==> src/rtl/peripheral_bus_pkg.sv <==
// Shared types and constants for the Wishbone-to-peripheral bus bridge.
package peripheral_bus_pkg;

   localparam int ADDR_W = 16;
   localparam int DATA_W = 32;
   localparam logic [DATA_W-1:0] ERR_DATA = 32'hFFFF_FFFF;

   typedef enum logic [1:0] {
      IDLE    = 2'd0,
      ACCESS  = 2'd1,
      RESPOND = 2'd2
   } state_t;

endpackage

==> src/rtl/peripheral_bus_master_if.sv <==
// Wishbone slave side plus peripheral bus side of the bridge, bundled.
interface peripheral_bus_master_if;
   import peripheral_bus_pkg::*;

   logic              wb_cyc_i;
   logic              wb_stb_i;
   logic              wb_we_i;
   logic [3:0]        wb_sel_i;
   logic [23:0]       wb_adr_i;
   logic [DATA_W-1:0] wb_data_i;
   logic              wb_ack_o;
   logic              wb_error_o;
   logic [DATA_W-1:0] wb_data_o;

   logic              peripheralEnable;
   logic              peripheralBus_we;
   logic              peripheralBus_oe;
   logic [ADDR_W-1:0] peripheralBus_address;
   logic [3:0]        peripheralBus_byteSelect;
   logic [DATA_W-1:0] peripheralBus_dataWrite;
   logic              peripheralBus_busy;
   logic [DATA_W-1:0] peripheralBus_dataRead;
   logic              requestOutput;

   // The bridge itself: Wishbone requests in, peripheral accesses out.
   modport master (
      input  wb_cyc_i, wb_stb_i, wb_we_i, wb_sel_i, wb_adr_i, wb_data_i,
      output wb_ack_o, wb_error_o, wb_data_o,
      output peripheralEnable, peripheralBus_we, peripheralBus_oe,
      output peripheralBus_address, peripheralBus_byteSelect, peripheralBus_dataWrite,
      input  peripheralBus_busy, peripheralBus_dataRead, requestOutput
   );

   modport slave (
      output wb_cyc_i, wb_stb_i, wb_we_i, wb_sel_i, wb_adr_i, wb_data_i,
      input  wb_ack_o, wb_error_o, wb_data_o,
      input  peripheralEnable, peripheralBus_we, peripheralBus_oe,
      input  peripheralBus_address, peripheralBus_byteSelect, peripheralBus_dataWrite,
      output peripheralBus_busy, peripheralBus_dataRead, requestOutput
   );

endinterface

==> src/rtl/peripheral_bus_timeout.sv <==
// Saturating busy-cycle counter; expired marks the last tolerated busy cycle.
module peripheral_bus_timeout #(
   parameter int TIMEOUT_CYCLES = 16
) (
   input  logic clk,
   input  logic rst,
   input  logic clear,
   input  logic count_en,
   output logic expired
);

   localparam int CW = $clog2(TIMEOUT_CYCLES + 1);
   localparam logic [CW-1:0] LAST = CW'(TIMEOUT_CYCLES - 1);
   localparam logic [CW-1:0] TOP  = CW'(TIMEOUT_CYCLES);

   logic [CW-1:0] count;

   always_ff @(posedge clk) begin
      if (rst || clear)
         count <= '0;
      else if (count_en && count != TOP)
         count <= count + CW'(1);
   end

   assign expired = (count == LAST);

endmodule

==> src/rtl/peripheral_bus_master.sv <==
// Wishbone classic slave that turns one request into one peripheral bus access.
module peripheral_bus_master
   import peripheral_bus_pkg::*;
#(
   parameter logic [7:0] BASE_ADDRESS   = 8'h00,
   parameter int         TIMEOUT_CYCLES = 16
) (
   input logic                    clk,
   input logic                    rst,
   peripheral_bus_master_if.master bus
);

   state_t            state, state_nxt;
   logic              we_q;
   logic [ADDR_W-1:0] adr_q;
   logic [3:0]        sel_q;
   logic [DATA_W-1:0] dwr_q;
   logic [DATA_W-1:0] rdata_q;
   logic              resp_ok_q, resp_err_q;
   logic              hit, done_ok, done_err;
   logic              tmr_clr, tmr_en, tmr_exp;

   assign hit = bus.wb_cyc_i & bus.wb_stb_i & (bus.wb_adr_i[23:16] == BASE_ADDRESS);

   peripheral_bus_timeout #(.TIMEOUT_CYCLES(TIMEOUT_CYCLES)) u_timeout (
      .clk      (clk),
      .rst      (rst),
      .clear    (tmr_clr),
      .count_en (tmr_en),
      .expired  (tmr_exp)
   );

   always_ff @(posedge clk) begin
      if (rst) state <= IDLE;
      else     state <= state_nxt;
   end

   always_comb begin
      state_nxt = state;
      tmr_clr   = 1'b0;
      tmr_en    = 1'b0;
      done_ok   = 1'b0;
      done_err  = 1'b0;
      case (state)
         IDLE: begin
            if (hit) begin
               state_nxt = ACCESS;
               tmr_clr   = 1'b1;
            end
         end
         ACCESS: begin
            // An abort wins over any completion seen on the same edge.
            if (!bus.wb_cyc_i) begin
               state_nxt = IDLE;
            end else if (!bus.peripheralBus_busy) begin
               state_nxt = RESPOND;
               if (we_q || bus.requestOutput) done_ok  = 1'b1;
               else                           done_err = 1'b1;
            end else if (tmr_exp) begin
               state_nxt = RESPOND;
               done_err  = 1'b1;
            end else begin
               tmr_en = 1'b1;
            end
         end
         RESPOND: state_nxt = IDLE;
         default: state_nxt = IDLE;
      endcase
   end

   always_ff @(posedge clk) begin
      if (rst) begin
         we_q       <= 1'b0;
         adr_q      <= '0;
         sel_q      <= '0;
         dwr_q      <= '0;
         rdata_q    <= '0;
         resp_ok_q  <= 1'b0;
         resp_err_q <= 1'b0;
      end else begin
         if (state == IDLE && hit) begin
            we_q  <= bus.wb_we_i;
            adr_q <= bus.wb_adr_i[ADDR_W-1:0];
            sel_q <= bus.wb_sel_i;
            dwr_q <= bus.wb_data_i;
         end
         if (done_ok && !we_q) rdata_q <= bus.peripheralBus_dataRead;
         if (done_err)         rdata_q <= ERR_DATA;
         resp_ok_q  <= done_ok;
         resp_err_q <= done_err;
      end
   end

   // Gating with cyc suppresses the pulse if the master gives up in RESPOND.
   assign bus.wb_ack_o   = (state == RESPOND) & resp_ok_q  & bus.wb_cyc_i;
   assign bus.wb_error_o = (state == RESPOND) & resp_err_q & bus.wb_cyc_i;
   assign bus.wb_data_o  = rdata_q;

   assign bus.peripheralEnable         = (state == ACCESS);
   assign bus.peripheralBus_we         = (state == ACCESS) &  we_q;
   assign bus.peripheralBus_oe         = (state == ACCESS) & ~we_q;
   assign bus.peripheralBus_address    = adr_q;
   assign bus.peripheralBus_byteSelect = sel_q;
   assign bus.peripheralBus_dataWrite  = dwr_q;

endmodule

==> src/flat_wrapper.sv <==
// flat-port wrapper written by rule: the top's interface ports become plain ports
module peripheral_bus_master_flat import peripheral_bus_pkg::*;
#(
   parameter logic [7:0] BASE_ADDRESS   = 8'h00,
   parameter int         TIMEOUT_CYCLES = 16
)
  (clk, rst, bus_wb_cyc_i, bus_wb_stb_i, bus_wb_we_i, bus_wb_sel_i, bus_wb_adr_i, bus_wb_data_i, bus_wb_ack_o, bus_wb_error_o, bus_wb_data_o, bus_peripheralEnable, bus_peripheralBus_we, bus_peripheralBus_oe, bus_peripheralBus_address, bus_peripheralBus_byteSelect, bus_peripheralBus_dataWrite, bus_peripheralBus_busy, bus_peripheralBus_dataRead, bus_requestOutput);
  peripheral_bus_master_if bus_i ();
  input logic clk;
  input logic rst;
  input wire logic [$bits(bus_i.wb_cyc_i)-1:0] bus_wb_cyc_i;
  input wire logic [$bits(bus_i.wb_stb_i)-1:0] bus_wb_stb_i;
  input wire logic [$bits(bus_i.wb_we_i)-1:0] bus_wb_we_i;
  input wire logic [$bits(bus_i.wb_sel_i)-1:0] bus_wb_sel_i;
  input wire logic [$bits(bus_i.wb_adr_i)-1:0] bus_wb_adr_i;
  input wire logic [$bits(bus_i.wb_data_i)-1:0] bus_wb_data_i;
  output wire logic [$bits(bus_i.wb_ack_o)-1:0] bus_wb_ack_o;
  output wire logic [$bits(bus_i.wb_error_o)-1:0] bus_wb_error_o;
  output wire logic [$bits(bus_i.wb_data_o)-1:0] bus_wb_data_o;
  output wire logic [$bits(bus_i.peripheralEnable)-1:0] bus_peripheralEnable;
  output wire logic [$bits(bus_i.peripheralBus_we)-1:0] bus_peripheralBus_we;
  output wire logic [$bits(bus_i.peripheralBus_oe)-1:0] bus_peripheralBus_oe;
  output wire logic [$bits(bus_i.peripheralBus_address)-1:0] bus_peripheralBus_address;
  output wire logic [$bits(bus_i.peripheralBus_byteSelect)-1:0] bus_peripheralBus_byteSelect;
  output wire logic [$bits(bus_i.peripheralBus_dataWrite)-1:0] bus_peripheralBus_dataWrite;
  input wire logic [$bits(bus_i.peripheralBus_busy)-1:0] bus_peripheralBus_busy;
  input wire logic [$bits(bus_i.peripheralBus_dataRead)-1:0] bus_peripheralBus_dataRead;
  input wire logic [$bits(bus_i.requestOutput)-1:0] bus_requestOutput;
  assign bus_i.wb_cyc_i = bus_wb_cyc_i;
  assign bus_i.wb_stb_i = bus_wb_stb_i;
  assign bus_i.wb_we_i = bus_wb_we_i;
  assign bus_i.wb_sel_i = bus_wb_sel_i;
  assign bus_i.wb_adr_i = bus_wb_adr_i;
  assign bus_i.wb_data_i = bus_wb_data_i;
  assign bus_wb_ack_o = bus_i.wb_ack_o;
  assign bus_wb_error_o = bus_i.wb_error_o;
  assign bus_wb_data_o = bus_i.wb_data_o;
  assign bus_peripheralEnable = bus_i.peripheralEnable;
  assign bus_peripheralBus_we = bus_i.peripheralBus_we;
  assign bus_peripheralBus_oe = bus_i.peripheralBus_oe;
  assign bus_peripheralBus_address = bus_i.peripheralBus_address;
  assign bus_peripheralBus_byteSelect = bus_i.peripheralBus_byteSelect;
  assign bus_peripheralBus_dataWrite = bus_i.peripheralBus_dataWrite;
  assign bus_i.peripheralBus_busy = bus_peripheralBus_busy;
  assign bus_i.peripheralBus_dataRead = bus_peripheralBus_dataRead;
  assign bus_i.requestOutput = bus_requestOutput;
  peripheral_bus_master #(.BASE_ADDRESS(BASE_ADDRESS), .TIMEOUT_CYCLES(TIMEOUT_CYCLES)) u_core (.clk(clk), .rst(rst), .bus(bus_i));
endmodule
==> config.mk <==
export PLATFORM = sky130hd
export DESIGN_NAME = peripheral_bus_master_flat
export DESIGN_NICKNAME = d
export VERILOG_FILES = /design/src/rtl/peripheral_bus_pkg.sv /design/src/rtl/peripheral_bus_master_if.sv /design/src/rtl/peripheral_bus_timeout.sv /design/src/rtl/peripheral_bus_master.sv /design/src/flat_wrapper.sv
export SDC_FILE = /design/constraint.sdc
export NUM_CORES = 1
export LEC_CHECK = 0
export CAP_MARGIN = 20
export CORE_MARGIN = 2
export CORE_UTILIZATION = 42
export CTS_CLUSTER_DIAMETER = 60
export DETAILED_ROUTE_END_ITERATION = 16
export PLACE_DENSITY = 0.86
export RECOVER_POWER = 50
export SLEW_MARGIN = 15
export SYNTH_ARGS = -nofsm -noshare
export SYNTH_HDL_FRONTEND = slang
export SYNTH_SLANG_ARGS = --single-unit
==> constraint.sdc <==
create_clock -name clk -period 2.75 [get_ports clk]
set_clock_uncertainty 0.1 [all_clocks]
set_input_delay 0.275 -clock clk [delete_from_list [all_inputs] [get_ports clk]]
set_output_delay 0.275 -clock clk [all_outputs]
set_load 0.05 [all_outputs]
==> impl_metrics.toml, run 1 <==
[worst_setup_path]
crit_chain = "dlygate4sd3_1, nor4b_1, and4_2, clkbuf_1, nand2_1, a21oi_1"
worstSetupPathType = "input pin to register"
path_delay_family = "buffers and inverters"
worst_path_largest_cell_delay_ps = 660
critical_path_buf_inv_count = 2
crit_slowest_cell = "clkbuf_1"
worst_setup_path_end_kind = "register"
worstPathMaxFanout = 18
cp.arrival_ps = 2480
worstSetupStartpointType = "input pin"
worstPathRequired_ps = 2920

[synth]
avgSynthCellArea_um2 = 8.71
yosys.cell_types.count = 32
synth_edf_count = 0
async_flop_share = 0
synth-seq-area-share = 0.546
synth_warnings = 0
ys_ff_latch = 94
synth-main-ff-cell = "dfxtp_1"
synth_area_um2 = 3450
syn_nets = 498
synth_cells = 396

[timing]
fin_hold_ws_ps = 343
fin_crit_sh = 0.841
setup_viol = 0
layout_setup_ws_ps = 437
worstMarginPinSlew_ps = 876
fmax_mhz = 432
finalMaxSlewViolations = 0
tns_ps = 0
rsz0062_at_grt = "no"
min_period_ps = 2310
relSlewSlack = 0.416
final_hold_viol_count = 0

[global_route]
grt_pass1_wl_um = 14000
grt_usage = 0.198
grt-ovfl-total = 0
grt_pass1_vias = 3101
grt_max_degree = 58
grt_antenna_before_repair = 0

[routing]
drt_iter0_markers = 85
wl_per_cell_um = 13.6
route.detailed.drc = 0
drtAntennaViolNets = 0
wl_um = 9270
drtPass1Iterations = 4
viasPerCell = 4.88
num_vias = 3327

[clock_tree]
clockBufferDepth = 2
clk-insertion-delay-late_ps = 340
cts_tree = "built"
cts_max_level = 3
post_cts_buffers = 0
cts_hold_buffers = 0
cts-root-buf = "clkbuf_8"
cts_sinks = 94
cts_buffers = 9
path_clk_slew_ps = 90
cts_resized = 0

[power_and_ir_drop]
ir_drop_uv = 259
p_leak_nw = 2.34
power_mw = 2.41
cellPowerDensity_nw_per_um2 = 435

[floorplanning]
die_area_um2 = 8950
initial_core_util = 0.426
ios = 188
core_region_area_um2 = 8090
rows = 33
die_y_um = 94.6
die-width_um = 94.6

[placement]
gp_congestion = 0.689
place_area_um2 = 5360
io_buffers = 187
dp_hpwl_um = 6960
post-place-ws_ps = 415

[layout]
drive_above_1_share = 0.0451
multiInputGateArea_um2 = 1380
finalNetCount = 675
n_antenna_cell = 0
area_growth_pct = 60.4
register_area_um2 = 1880
fillCellCount = 639
stdcell_area_um2 = 5530

[flow_run]
cap_violations = 0

[min_path]
hp-class = "input pin to register"

[outcome]
outcome = "complete, no violations"
[Yosys cell counts, drive strengths merged, types with 2 or more instances]
library cell,n,share of area
nand2,108,0.12
o21ai,22,0.032
nor3,5,0.0087
and3,4,0.0073
ha,3,0.011
buf,12,0.026
nor2b,3,0.0054
inv,5,0.0054
dfxtp,94,0.55
a21oi,55,0.080
clkbuf,17,0.018
o22ai,11,0.020
mux2i,22,0.064
nor2,18,0.020
xnor2,2,0.0051
nor4,3,0.0054
[path summary, 6_finish.rpt]
check	startpoint	to	slack [ps]	cells after the start
setup / recovery	bus_wb_adr_i[16]	u_core.bus.peripheralBus_dataWrite[29]$_SDFFE_PP0P_	440	6
hold / removal	rst	u_core.bus.wb_data_o[15]$_SDFFE_PP0P_	340	3
setup reg to reg	u_core.state[1]$_SDFFE_PP0P_	u_core.bus.wb_data_o[10]$_SDFFE_PP0P_	630	5
hold reg to reg	u_core.bus.peripheralBus_dataWrite[17]$_SDFFE_PP0P_	u_core.bus.peripheralBus_dataWrite[17]$_SDFFE_PP0P_	360	2
[sequential cells by signal (all words and copies together), names as in the netlist]
name / flops
u_core.bus.peripheralBus_dataWrite: 32
u_core.bus.peripheralBus_byteSelect: 4
u_core.bus.peripheralBus_address: 16
u_core.resp_err_q: 1
u_core.resp_ok_q: 1
u_core.bus.wb_data_o: 32
u_core.state: 2
u_core.u_timeout.count: 5
u_core.we_q: 1
[worst min-delay path: stages]
cell and delay (ps):
buf_2 110, buf_4 240, nor2_1 120
[per-stage QoR]
step                cells   util
finish                682  0.684
global route          682  0.684
CTS                   682  0.686
detailed placement    667  0.663
global placement      667  0.663
floorplan             396      -
[cells in the final DEF (no fill, tap or decap), types with 2 or more instances in the layout]
cell and instances:
dfxtp_1 94, mux2i_1 22, clkbuf_8 9, and3_1 4, nor3_1 4, nor2_1 18, dlygate4sd3_1 77, o21ai_0 3
ha_1 3, a21oi_1 55, inv_1 5, clkinvlp_4 2, o21ai_1 19, nor4_1 3, nor2b_1 3, o22ai_1 11
clkbuf_1 2, xnor2_1 2, nand2_1 108, buf_4 8, clkdlybuf4s50_1 107
[report_power, final]
part | internal, mW | switching, mW
logic | 0.127 | 0.0497
clock network | 0.418 | 0.454
registers | 1.36 | 0.000303
[kinds of logic (layout without fill, tap and decap cells)]
group                    Yosys count  in the layout  synth area share
AND/OR/NAND/NOR                  152            152             0.190
flip-flops                        94             94             0.546
AO/OA/AOI/OAI                     89             89             0.134
buffers and inverters             34            215            0.0501
multiplexers                      22             22            0.0638
adder cells (fa/ha/maj)            3              3            0.0109
XOR/XNOR                           2              2           0.00508
[routing by layer]
layer  wire length, µm  track usage  up-vias
li1                  -            -     1672
met1              3730        0.230     1514
met2              4500        0.339      130
met3               915       0.0662       11
met4               126       0.0725        0
met5                 0            0        -
[area by class of cell]
| class | instances | share of cell area |
|---|---|---|
| clock buffers | 10 | 0.0231 |
| clock inverters | 5 | 0.0106 |
| inverters | 5 | 0.00339 |
| multi-input cells | 268 | 0.250 |
| flip-flops and latches | 94 | 0.340 |
| well taps | 105 | 0.0237 |
| repair buffers | 195 | 0.349 |
No activity file was read; power rests on OpenSTA's default activity.
==> run 2, diff against run 1 <==
Settings changed: CORE_UTILIZATION 42 to 35, PLACE_DENSITY 0.86 to 0.76.
Clock period 2.75 ns to 1.89 ns, I/O delays scaled along.
==> run 2 against run 1 <==
  * Cell area up 5.2%
  * Via count rose by 1.8%
  * Utilization shrank 8.3 points
  * Cell count increased by 6.0%
  * Power grew 60%
  * Clock power increased by 83%
  * Die area grew 19%
==> impl_metrics.toml, run 2 (same netlist as run 1, synthesis figures left out) <==
[outcome]
outcome = "complete, no violations"

[timing]
rsz0062_at_grt = "no"
finalMaxSlewViolations = 0
final_hold_viol_count = 0
setup_viol = 0
fmax_mhz = 546
relSlewSlack = 0.640
fin_hold_ws_ps = 190
fin_crit_sh = 0.969
min_period_ps = 1830
worstMarginPinSlew_ps = 538

[routing]
drt_iter0_markers = 69
wl_um = 9890
drtAntennaViolNets = 0
viasPerCell = 4.69
wl_per_cell_um = 13.7
route.detailed.drc = 0
num_vias = 3388
drtPass1Iterations = 5

[worst_setup_path]
worstSetupPathType = "register to output port"
critical_path_buf_inv_count = 1
worstPathMaxFanout = 2
cp.arrival_ps = 1540
crit_slowest_cell = "clkdlybuf4s50_1"
worst_setup_path_end_kind = "output port"
worstSetupStartpointType = "register"
worstPathRequired_ps = 1600
crit_chain = "clkdlybuf4s50_1"
path_delay_family = "buffers and inverters"
worst_path_largest_cell_delay_ps = 830

[layout]
layout_common_cells = "clkdlybuf4s50_1, nand2_1, dfxtp_1"
register_area_um2 = 1880
drive_above_1_share = 0.0831
multiInputGateArea_um2 = 1420
finalNetCount = 687
area_growth_pct = 68.7
fillCellCount = 842
layout_commonest_cell = "clkdlybuf4s50_1"
n_antenna_cell = 0
stdcell_area_um2 = 5820

[power_and_ir_drop]
ir_drop_uv = 378
p_leak_nw = 2.19
power_mw = 3.85
cellPowerDensity_nw_per_um2 = 661

[clock_tree]
cts-root-buf = "clkbuf_8"
clk-insertion-delay-late_ps = 350
cts_max_level = 3
cts_tree = "built"
clockBufferDepth = 2
path_clk_slew_ps = 100
cts_hold_buffers = 0
cts_sinks = 94
cts_buffers = 9

[floorplanning]
die-width_um = 103
core_region_area_um2 = 9680
rows = 36
initial_core_util = 0.356
ios = 188
die_area_um2 = 10700
die_y_um = 103

[placement]
io_buffers = 187
gp_congestion = 0.711
place_area_um2 = 5570
dp_hpwl_um = 7240

[global_route]
grt_pass1_vias = 3249
grt_antenna_before_repair = 0
grt_usage = 0.177
grt_max_degree = 54
grt-ovfl-total = 0
grt_pass1_wl_um = 14900

[min_path]
hp-class = "input pin to register"

[flow_run]
cap_violations = 0
-- run 2: worst paths after layout --
path,cells after the start,slack [ps],end,from
max,1,60,bus_wb_data_o[0],u_core.bus.wb_data_o[0]$_SDFFE_PP0P_
min,2,190,u_core.state[0]$_SDFFE_PP0P_,rst
max reg2reg,8,80,u_core.u_timeout.count[0]$_SDFFE_PP0P_,u_core.u_timeout.count[0]$_SDFFE_PP0P_
min reg2reg,2,360,u_core.bus.peripheralBus_dataWrite[23]$_SDFFE_PP0P_,u_core.bus.peripheralBus_dataWrite[23]$_SDFFE_PP0P_
-- run 2: report_power, final --
part	internal [mW]	leakage, nW	switching [mW]	total, mW
Clock	0.892	0.121	0.711	1.60
Sequential	1.98	0.758	0.000461	1.98
Combinational	0.192	1.31	0.0746	0.267
-- run 2: area by class of cell --
cell class / instances / area share
Inverter: 5 / 0.00322
Timing Repair Buffer: 207 / 0.358
Clock inverter: 6 / 0.0200
Sequential cell: 94 / 0.324
Tap cell: 133 / 0.0286
Multi-Input combinational cell: 268 / 0.245
Clock buffer: 10 / 0.0219
-- run 2: metrics by stage --
stage,setup WS [ps],instances,setup TNS [ps],util
final,59.5,723,0,0.601
after global routing,9.20,723,0,0.601
after CTS,12.1,722,0,0.602
after detailed placement,-203,706,-10080,0.575
after global placement,-145,706,-7670,0.575
after floorplan,66.4,396,0,-
-- run 2: timing repair --
item	CTS	global route
setup endpoints to repair	4	3
pin swaps	1	2
setup buffers	0	1
resized for setup	4	6
-- run 2: routing by layer --
layer,part of all wire,GRT usage
met5,0,0
met1,0.41,0.197
met4,0.020,0.0617
met2,0.49,0.314
met3,0.080,0.0598
==> run 3, diff against run 2 <==
Settings changed: MAX_ROUTING_LAYER set to met4.
==> run 3 against run 2 <==
  * Sequential cell count stayed put
  * Power hardly changed
  * Clock power hardly changed
  * Register-to-register slack hardly changed
  * Routed wire length is 0.36% lower
  * Cell count stayed put
  * Clock-buffer cell count stayed put
  * Sequential power hardly changed
  * Worst setup slack better by 0.71 ps
  * First-iteration DRC count is 7.2% higher
  * Utilization stayed put
  * Worst hold slack better by 0.69 ps
  * Highest routed layer unchanged
==> impl_metrics.toml, run 3 (same netlist as run 1, synthesis figures left out) <==
[layout]
n_antenna_cell = 0
finalNetCount = 687
layout_commonest_cell = "clkdlybuf4s50_1"
final_cell_count_no_fill = 723
layout_common_cells = "clkdlybuf4s50_1, nand2_1, dfxtp_1"
drive_above_1_share = 0.0831
area_growth_pct = 68.7

[worst_setup_path]
ff2ff_setup_slack_ps = 80
crit_slowest_cell = "clkdlybuf4s50_1"
worstSetupStartpointType = "register"
worstPathRequired_ps = 1600
worstSetupPathType = "register to output port"
critical_path_buf_inv_count = 1
path_delay_family = "buffers and inverters"
cp.arrival_ps = 1540
crit_chain = "clkdlybuf4s50_1"
worst_setup_path_end_kind = "output port"
worstPathMaxFanout = 2
worst_path_largest_cell_delay_ps = 830

[timing]
worstMarginPinSlew_ps = 538
fmax_mhz = 547
final_hold_viol_count = 0
relSlewSlack = 0.640
min_period_ps = 1830
setup_viol = 0
finalMaxSlewViolations = 0
rsz0062_at_grt = "no"
fin_crit_sh = 0.968

[min_path]
hp-class = "input pin to register"

[global_route]
grt_max_degree = 54
grt_antenna_before_repair = 0
grt_pass1_vias = 3242
grt-ovfl-total = 0
grt_usage = 0.182
grt_pass1_wl_um = 14900

[floorplanning]
initial_core_util = 0.356
die_y_um = 103
core_region_area_um2 = 9680
die_area_um2 = 10700
die-width_um = 103
ios = 188
rows = 36

[clock_tree]
clockBufferDepth = 2
cts_buffers = 9
cts_sinks = 94
cts_tree = "built"
cts_max_level = 3
path_clk_slew_ps = 100
clk-insertion-delay-late_ps = 350
cts-root-buf = "clkbuf_8"

[outcome]
outcome = "complete, no violations"

[routing]
wl_per_cell_um = 13.6
wl_um = 9860
route.detailed.drc = 0
viasPerCell = 4.71
drt_iter0_markers = 74
drtPass1Iterations = 4
num_vias = 3405
drtAntennaViolNets = 0

[placement]
gp_congestion = 0.719
io_buffers = 187
place_inst = 706
dp_hpwl_um = 7240

[power_and_ir_drop]
ir_drop_uv = 377
p_leak_nw = 2.19
cellPowerDensity_nw_per_um2 = 661
power_mw = 3.85

[flow_run]
cap_violations = 0
## run 3: layer usage
layer | global-route usage | routed length [µm]
met1 | 0.202 | 4030
met2 | 0.314 | 4900
met3 | 0.0517 | 725
met4 | 0.0617 | 200
met5 | - | 0
## run 3: layout make-up
type                    count  area [µm²]
fillers                   842        3860
repair buffers            207        2080
flip-flops and latches     94        1880
multi-input cells         268        1420
well taps                 133         166
clock buffers              10         128
clock inverters             6         116
inverters                   5        18.8
## run 3: final timing paths
path                                                            start                                                   to  cells after the start
setup / recovery                 u_core.bus.wb_data_o[0]$_SDFFE_PP0P_                                     bus_wb_data_o[0]                      1
hold / removal                                                    rst                         u_core.state[0]$_SDFFE_PP0P_                      2
setup reg to reg               u_core.u_timeout.count[0]$_SDFFE_PP0P_               u_core.u_timeout.count[0]$_SDFFE_PP0P_                      8
hold reg to reg   u_core.bus.peripheralBus_dataWrite[23]$_SDFFE_PP0P_  u_core.bus.peripheralBus_dataWrite[23]$_SDFFE_PP0P_                      2
## run 3: power breakdown
group          internal, mW  total, mW  switching, mW
clock                 0.892       1.60          0.710
sequential             1.98       1.98       0.000461
combinational         0.192      0.267         0.0746
total                  3.06       3.85          0.785
## run 3: what timing repair did
item | in CTS | in global routing
hold buffers | 0 | 0
gates cloned | 0 | 0
resized for setup | 4 | 6
buffers inserted | 0 | 1
pin swaps | 1 | 2
endpoints found under the setup margin | 4 | 3
## run 3: stage by stage
stage                     area, µm²  TNS (ps)  hold slack [ps]  utilization  worst slack, ps
after global placement         5570     -7670              341        0.575             -145
after floorplan                3450         0              167            -             66.4
final                          5820         0              191        0.601             60.2
after global routing           5820         0              210        0.601             9.20
after detailed placement       5570    -10080              347        0.575             -203
after CTS                      5830         0              199        0.602             12.1
==> RTL edit: new RTL, settings of run 1 <==
Put a register stage on the output `bus.wb_error_o`, without a reset. The value now appears one clock later.
--- a/src/rtl/peripheral_bus_master.sv
+++ b/src/rtl/peripheral_bus_master.sv
@@ -93,7 +93,9 @@
 
    // Gating with cyc suppresses the pulse if the master gives up in RESPOND.
    assign bus.wb_ack_o   = (state == RESPOND) & resp_ok_q  & bus.wb_cyc_i;
-   assign bus.wb_error_o = (state == RESPOND) & resp_err_q & bus.wb_cyc_i;
+   always_ff @(posedge clk) begin
+      bus.wb_error_o <= (state == RESPOND) & resp_err_q & bus.wb_cyc_i;
+   end
    assign bus.wb_data_o  = rdata_q;
 
    assign bus.peripheralEnable         = (state == ACCESS);
Check against the original RTL: not equivalent (a bounded check fails within 4 cycles, from zero or initial values and one cycle with rst high).
==> RTL edit against run 1 <==
  * Final area down 0.18%
  * Via count is 0.24% lower
  * Sequential share of layout area increased by 0.42 points
  * Combinational power barely moved
  * Total power decreased by 2.8%
  * Worst setup slack gained 68 ps
  * Count of clock-buffer cells in the layout up 2
  * Wire length grew 3.2%
  * Synthesized area rose by 0.58%
  * Final cell count decreased by 0.15%
  * Sequential cell count increased by 1
==> RTL edit: results (changes against run 1) <==
* outcome: complete, no violations, unchanged
* crit path max fanout: 3, was 18
* share of cell area taken by muxes after synthesis: 6.35%, was 6.38%
* CTS sink count: 95, was 94
* switching component of the power: 0.000492 W, was 0.000504 W
* count of mapped cells out of synthesis: 397, was 396
* arrival time reported for the critical path endpoint: 1870 ps, was 2480 ps
* fill cell count: 628, was 639
* area fraction in compound gates after synthesis: 13.3%, was 13.4%
* pin count of the biggest net entering global routing: 60, was 58
* Tot GR Track Use: 20.6%, was 19.8%
* share of final layout cell area taken by clock buffers and inverters: 2.99%, was 3.37%
* initial drt markers: 92, was 85
* Max Freq: 0.445 GHz, was 0.432 GHz
* IR drop worst, VDD: 0.000398 V, was 0.000259 V
* share of final-layout standard cells stronger than drive strength 1: 3.99%, was 4.51%
* # clk buffers: 12, was 10
* proportion of cell area occupied by registers: 34.4%, was 34.0%
* wire length of the first global-routing pass: 14700 um, was 14000 um
* multi-input gate share of total cell area: 25.1%, was 25.0%
* leakage dissipation: 2.18 nW, was 2.34 nW
* via count of the first global-routing pass: 3155, was 3101
* number of buffers added for setup after CTS: 0, unchanged
* Worst path max stage delay: 810 ps, was 660 ps
* share of the synthesized netlist area taken by xor and xnor gates: 0.505%, was 0.508%
* via count: 3319, was 3327
* cell with the largest stage delay on the worst path: clkdlybuf4s50_1, was clkbuf_1
* Power Density: 424 nW/um^2, was 435 nW/um^2
* most frequent cells after synthesis: nand2_1 (108), dfxtp_1 (95), a21oi_1 (55), mux2i_1 (22), o21ai_1 (19), was nand2_1 (108), dfxtp_1 (94), a21oi_1 (55), mux2i_1 (22), o21ai_1 (19)
* Finished Layout Cells: 681, was 682
* relative area change from synthesis to final layout: 59.2%, was 60.4%
* routed length per instance: 14.0 um, was 13.6 um
* post-synthesis net count: 499, was 498
* Comb power frac: 7.6%, was 7.3%
* Placement Setup Slack: 595 ps, was 415 ps
* adder-cell area share of the yosys netlist: 1.08%, was 1.09%
* Routability Congestion: 0.731, was 0.689
* non-clock buffer count: 193, was 195
==> RTL edit: worst paths after layout <==
check / from / to / slack, ps / depth (start not counted)
worst min-delay path: rst / u_core.bus.wb_data_o[29] / 280 / 2
worst max-delay path: u_core.state[0] / bus_peripheralBus_oe / 500 / 3
worst min register to register: u_core.bus.peripheralBus_dataWrite[12] / u_core.bus.peripheralBus_dataWrite[12] / 350 / 2
worst max register to register: u_core.u_timeout.count[0] / u_core.bus.wb_data_o[27] / 540 / 7
==> RTL edit: per-layer routing <==
metal / vias to the layer above / wire, um / share of wire, % / GRT usage [%]
met5: - / 0 / 0 / 0
met4: 0 / 131 / 1.4 / 5.68
met3: 12 / 836 / 8.7 / 7.66
met2: 128 / 4660 / 49 / 36.2
met1: 1506 / 3940 / 41 / 23.4
li1: 1673 / - / - / -
